<file path="config.mk">
export PLATFORM = sky130hd
export DESIGN_NAME = accum_16bit
export DESIGN_NICKNAME = d
export VERILOG_FILES = /design/src/rtl/accum_16bit.sv
export SDC_FILE = /design/constraint.sdc
export NUM_CORES = 1
export LEC_CHECK = 0
export CAP_MARGIN = 30
export CORE_ASPECT_RATIO = 1.4
export CORE_MARGIN = 4
export CORE_UTILIZATION = 42
export DETAILED_ROUTE_END_ITERATION = 10
export PLACE_DENSITY = 0.76
export RECOVER_POWER = 50
export SYNTH_ARGS = -nofsm -noshare
export SYNTH_HDL_FRONTEND = slang
export SYNTH_SLANG_ARGS = --single-unit
</file>
<file path="constraint.sdc">
create_clock -name clk -period 7.1 [get_ports clk]
set_clock_uncertainty 0.1 [all_clocks]
set_input_delay 0.71 -clock clk [delete_from_list [all_inputs] [get_ports clk]]
set_output_delay 0.71 -clock clk [all_outputs]
set_load 0.05 [all_outputs]
</file>
<file path="src/rtl/accum_16bit.sv">
// accum_16bit: frame accumulator around a ripple-carry adder, result on a valid/ready port
module rc_16bit (
   input  logic [15:0] a,
   input  logic [15:0] b,
   input  logic        cin,
   output logic [15:0] s,
   output logic        cout
);
   logic [16:0] c;
   assign c[0] = cin;
   for (genvar i = 0; i < 16; i++) begin : g_fa
      assign s[i]   = a[i] ^ b[i] ^ c[i];
      assign c[i+1] = (a[i] & b[i]) | (c[i] & (a[i] ^ b[i]));
   end
   assign cout = c[16];
endmodule

module accum_16bit #(
   parameter int N = 4
) (
   input  logic        clk,
   input  logic        rst_n,
   input  logic [15:0] din,
   input  logic        last,
   input  logic        in_valid,
   output logic        in_ready,
   output logic [15:0] sum,
   output logic [7:0]  carries,
   output logic [7:0]  nwords,
   output logic        out_valid,
   input  logic        out_ready
);
   typedef enum logic [1:0] {IDLE, ACC, DONE} state_t;
   state_t      state_q, state_d;
   logic [15:0] acc_q, acc_d, sum_q, sum_d, s;
   logic [7:0]  car_q, car_d, cnt_q, cnt_d, nw_q, nw_d;
   logic        cout, acc_en, fin, clr;
   rc_16bit u_add (.a(acc_q), .b(din), .cin(1'b0), .s(s), .cout(cout));
   assign in_ready  = state_q == ACC;
   assign out_valid = state_q == DONE;
   assign sum       = sum_q;
   assign carries   = car_q;
   assign nwords    = nw_q;
   always_comb begin
      acc_en  = in_valid && state_q == ACC;
      fin     = acc_en && (last || cnt_q + 8'd1 == 8'(N));
      clr     = state_q == DONE && out_ready;
      state_d = state_q == IDLE ? ACC : fin ? DONE : clr ? ACC : state_q;
      acc_d   = clr ? '0 : acc_en ? s : acc_q;
      car_d   = clr ? '0 : acc_en && car_q != 8'hFF ? car_q + {7'd0, cout} : car_q;
      cnt_d   = clr ? '0 : acc_en ? cnt_q + 8'd1 : cnt_q;
      nw_d    = fin ? cnt_q + 8'd1 : nw_q;
      sum_d   = fin ? s : sum_q;
   end
   always_ff @(posedge clk) begin
      if (!rst_n) begin
         state_q <= IDLE;
         acc_q   <= '0;
         sum_q   <= '0;
         car_q   <= '0;
         cnt_q   <= '0;
         nw_q    <= '0;
      end else begin
         state_q <= state_d;
         acc_q   <= acc_d;
         sum_q   <= sum_d;
         car_q   <= car_d;
         cnt_q   <= cnt_d;
         nw_q    <= nw_d;
      end
   end
endmodule

</file>
==> results.toml <==
[drt]
vias = 2316
dr.first_iter.drc_count = 161
antenna_left = 0
highest_layer = "met4"
dr.pass1.iters = 4
post_drt_wl_per_cell_um = 14.3
route.layer.met1.wl_mm = 2.76
met2WireLength_mm = 3.05
detailroute.wirelength.met3_um = 226
wirelength_mm = 6.17
drt_drc_violations_left = 0
drt-vias-per-instance = 5.39

[floorplanning]
num_rows = 34
start_util_pct = 43.6
die_area_um2 = 7920
die_height_um = 104
dieWidth_um = 76.4
core_area_um2 = 6300
ioPinCount = 55

[place]
worst_setup_timing_slack_at_the_placement_stage_ns = -0.647
final_gp_congestion = 0.801
placement.io_buffers = 54
place.detailed.hpwl_mm = 4.11

[sta]
report.final.setup_viol = 0
final-max-slew-violation-count = 70
clock.fmax_ghz = 0.144
slew-limit-headroom_pct = -40.8
tightestPinTransition_ns = 2.11
timing.hold.ws_ns = 0.372
unrepaired_setup_endpoints_after_global_routing = "false"
finalCritPeriodShare_pct = 97.9
hold_viol = 0
finalWorstPathRequiredPeriod_ns = 6.95
fin_ws_ns = 0.149
final.setup.tns_ns = 0

[clocking]
clkSinkCount = 58
cts_htree_levels = 3
cts_tree = "yes"
ctsLongestPathBuffers = 2
cts.clk_slew.worst_paths_ns = 0.06
clock_latency_ns = 0.33
post_cts_buffers = 0
cts_inserted_buffers = 9
root_buffer = "sky130_fd_sc_hd__clkbuf_8"

[synth]
synthDominantCellAreaShare_pct = 42.3
yosys_register_bits = 58
syn-num-nets = 344
synth-warning-count = 0
synth.cell_area_um2 = 2750
unique_cell_type_count_in_the_yosys_netlist = 43
synth_edf_count = 0
avgSynthCellArea_um2 = 9.04
synth_seq_area_share_pct = 42.3
synth_most_common_cell = "sky130_fd_sc_hd__dfxtp_1"
post-synth-top-area-cell = "sky130_fd_sc_hd__dfxtp_1"
async_flop_share_pct = 0
postSynthCellCount = 304
synth_top_flop_cell = "sky130_fd_sc_hd__dfxtp_1"
post_synth_most_frequent_cells = "58 x sky130_fd_sc_hd__dfxtp_1, 45 x sky130_fd_sc_hd__a21oi_1, 41 x sky130_fd_sc_hd__nand2_1"
synthTopCellsByArea = "sky130_fd_sc_hd__dfxtp_1 42%, sky130_fd_sc_hd__fa_1 11%, sky130_fd_sc_hd__a21oi_1 8.2%, sky130_fd_sc_hd__nand2_1 5.6%, sky130_fd_sc_hd__nand3_1 4.2%"

[global_route]
grt_pass1_vias = 2183
grt_pass1_wl_mm = 10.2
antenna_violations_before_repair = 0
grt_overflow_total = 0
largest_net_degree_at_the_start_of_global_routing = 50
groute.usage.overall_pct = 16.0

[run_status]
failing_checks = "capacitance limit, slew limit"
status = "complete, but fails checks"

[critical_path]
timing.critical_path.to_type = "flip-flop"
critical_path.startpoint_type = "input port"
cp_max_fo = 3
crit_start = "din[0]"
rr_startpoint = "acc_q[0]$_SDFFE_PP0P_"
wp_data_required_ns = 7.19
data_arrival_critical_path_ns = 7.04
timing_worst_setup_path_type = "input port to flip-flop"

[pwr]
cell_area_power_density_nw_per_um2 = 224
p_leak_uw = 0.00129
pnr_total_power_uw = 800
peakVddDrop_mv = 0.111

[cells_and_area]
drive_gt1_share_pct = 12.3
n_antenna_cell = 0
syn2layout_area_growth_pct = 30.2
finalNetCount = 393

[worst_hold_path]
timing.hold.worst.class = "flip-flop to flip-flop"
hp-start = "sum[0]$_SDFFE_PN0P_"

[run]
max_cap_viol = 2
## critical path: stages
cell                        delay (ns)
sky130_fd_sc_hd__buf_6            0.10
sky130_fd_sc_hd__ha_4             0.15
sky130_fd_sc_hd__fa_2             0.36
sky130_fd_sc_hd__fa_2             0.36
sky130_fd_sc_hd__fa_2             0.37
sky130_fd_sc_hd__fa_2             0.36
sky130_fd_sc_hd__fa_2             0.35
sky130_fd_sc_hd__fa_2             0.36
sky130_fd_sc_hd__fa_2             0.36
sky130_fd_sc_hd__fa_2             0.35
sky130_fd_sc_hd__fa_2             0.36
sky130_fd_sc_hd__fa_2             0.35
sky130_fd_sc_hd__fa_2             0.35
sky130_fd_sc_hd__fa_2             0.37
sky130_fd_sc_hd__fa_2             0.35
sky130_fd_sc_hd__fa_2             0.36
sky130_fd_sc_hd__inv_2            0.06
sky130_fd_sc_hd__fa_2             0.19
sky130_fd_sc_hd__inv_2            0.04
sky130_fd_sc_hd__ha_4             0.15
sky130_fd_sc_hd__ha_4             0.14
sky130_fd_sc_hd__and4b_1          0.20
sky130_fd_sc_hd__o2111ai_2        0.10
sky130_fd_sc_hd__xor2_1           0.16
sky130_fd_sc_hd__nor2_1           0.05
## repair_timing
item | 4_1_cts | 5_1_grt
resized for setup | 19 | 0
pin swaps | 17 | 10
hold buffers | 0 | 0
endpoints found under the setup margin | 5 | 6
cloned | 0 | 0
## cell families after synthesis
logic type               synth area share, %
AND/OR/NAND/NOR                         18.5
AO/OA/AOI/OAI                           17.4
flip-flops                              42.3
buffers and inverters                   4.87
adder cells (fa/ha/maj)                 12.8
XOR/XNOR                                4.14
## cells in the final DEF (no fill, tap or decap), types with 3 or more instances in the layout
cell type and instances:
sky130_fd_sc_hd__o21ai_0 7, sky130_fd_sc_hd__fa_2 15, sky130_fd_sc_hd__xnor2_1 7, sky130_fd_sc_hd__a211oi_1 4
sky130_fd_sc_hd__nand3_1 23, sky130_fd_sc_hd__nand2_1 41, sky130_fd_sc_hd__clkdlybuf4s50_1 26, sky130_fd_sc_hd__nor2_1 12
sky130_fd_sc_hd__a211oi_2 3, sky130_fd_sc_hd__inv_1 5, sky130_fd_sc_hd__a21oi_1 46, sky130_fd_sc_hd__clkbuf_1 4
sky130_fd_sc_hd__clkbuf_8 13, sky130_fd_sc_hd__nand4_1 3, sky130_fd_sc_hd__dlygate4sd3_1 26, sky130_fd_sc_hd__xor2_1 6
sky130_fd_sc_hd__ha_4 3, sky130_fd_sc_hd__o21ai_1 15, sky130_fd_sc_hd__or3_1 3, sky130_fd_sc_hd__dfxtp_1 58
sky130_fd_sc_hd__nor3_1 6
## path summary, 6_finish.rpt
kind	to	slack (ns)	cells past startpoint
setup / recovery	carries[4]$_SDFFE_PP0P_	0.15	25
hold / removal	sum[0]$_SDFFE_PN0P_	0.37	2
setup reg to reg	carries[4]$_SDFFE_PP0P_	0.28	24
hold reg to reg	sum[0]$_SDFFE_PN0P_	0.37	2
## cell type report
cell class / instances / area, µm²
well taps: 72 / 90.1
fillers: 597 / 2720
clock inverters: 1 / 30.0
flip-flops and latches: 58 / 1160
inverters: 8 / 30.0
multi-input cells: 218 / 1520
clock buffers: 15 / 186
repair buffers: 58 / 564
## metrics by stage
| stage | instance area (µm²) | utilization (%) | std cells |
|---|---|---|---|
| after floorplan | 2780 | - | 304 |
| after global placement | 3320 | 52.8 | 413 |
| after detailed placement | 3340 | 53.0 | 414 |
| after CTS | 3610 | 57.4 | 430 |
| after global routing | 3580 | 56.8 | 430 |
| final | 3580 | 56.8 | 430 |
## routing by layer
layer | track usage (%) | up-vias
li1 | - | 1156
met1 | 19.4 | 1097
met2 | 26.3 | 52
met3 | 4.34 | 11
met4 | 7.51 | 0
met5 | 0 | -
## power by group
part | leakage, µW | internal (µW) | total [µW] | switching (µW)
Clock | 0.000110 | 201 | 326 | 125
Combinational | 0.000711 | 48.1 | 124 | 75.9
Sequential | 0.000471 | 340 | 349 | 9.79
Total | 0.00129 | 589 | 800 | 211
## registers in the layout, summed over array words and instances, names as in the netlist
name     cells
acc_q       16
carries      8
cnt_q        8
nwords       8
state_q      2
sum         16
(Power assumes the default switching activity.)
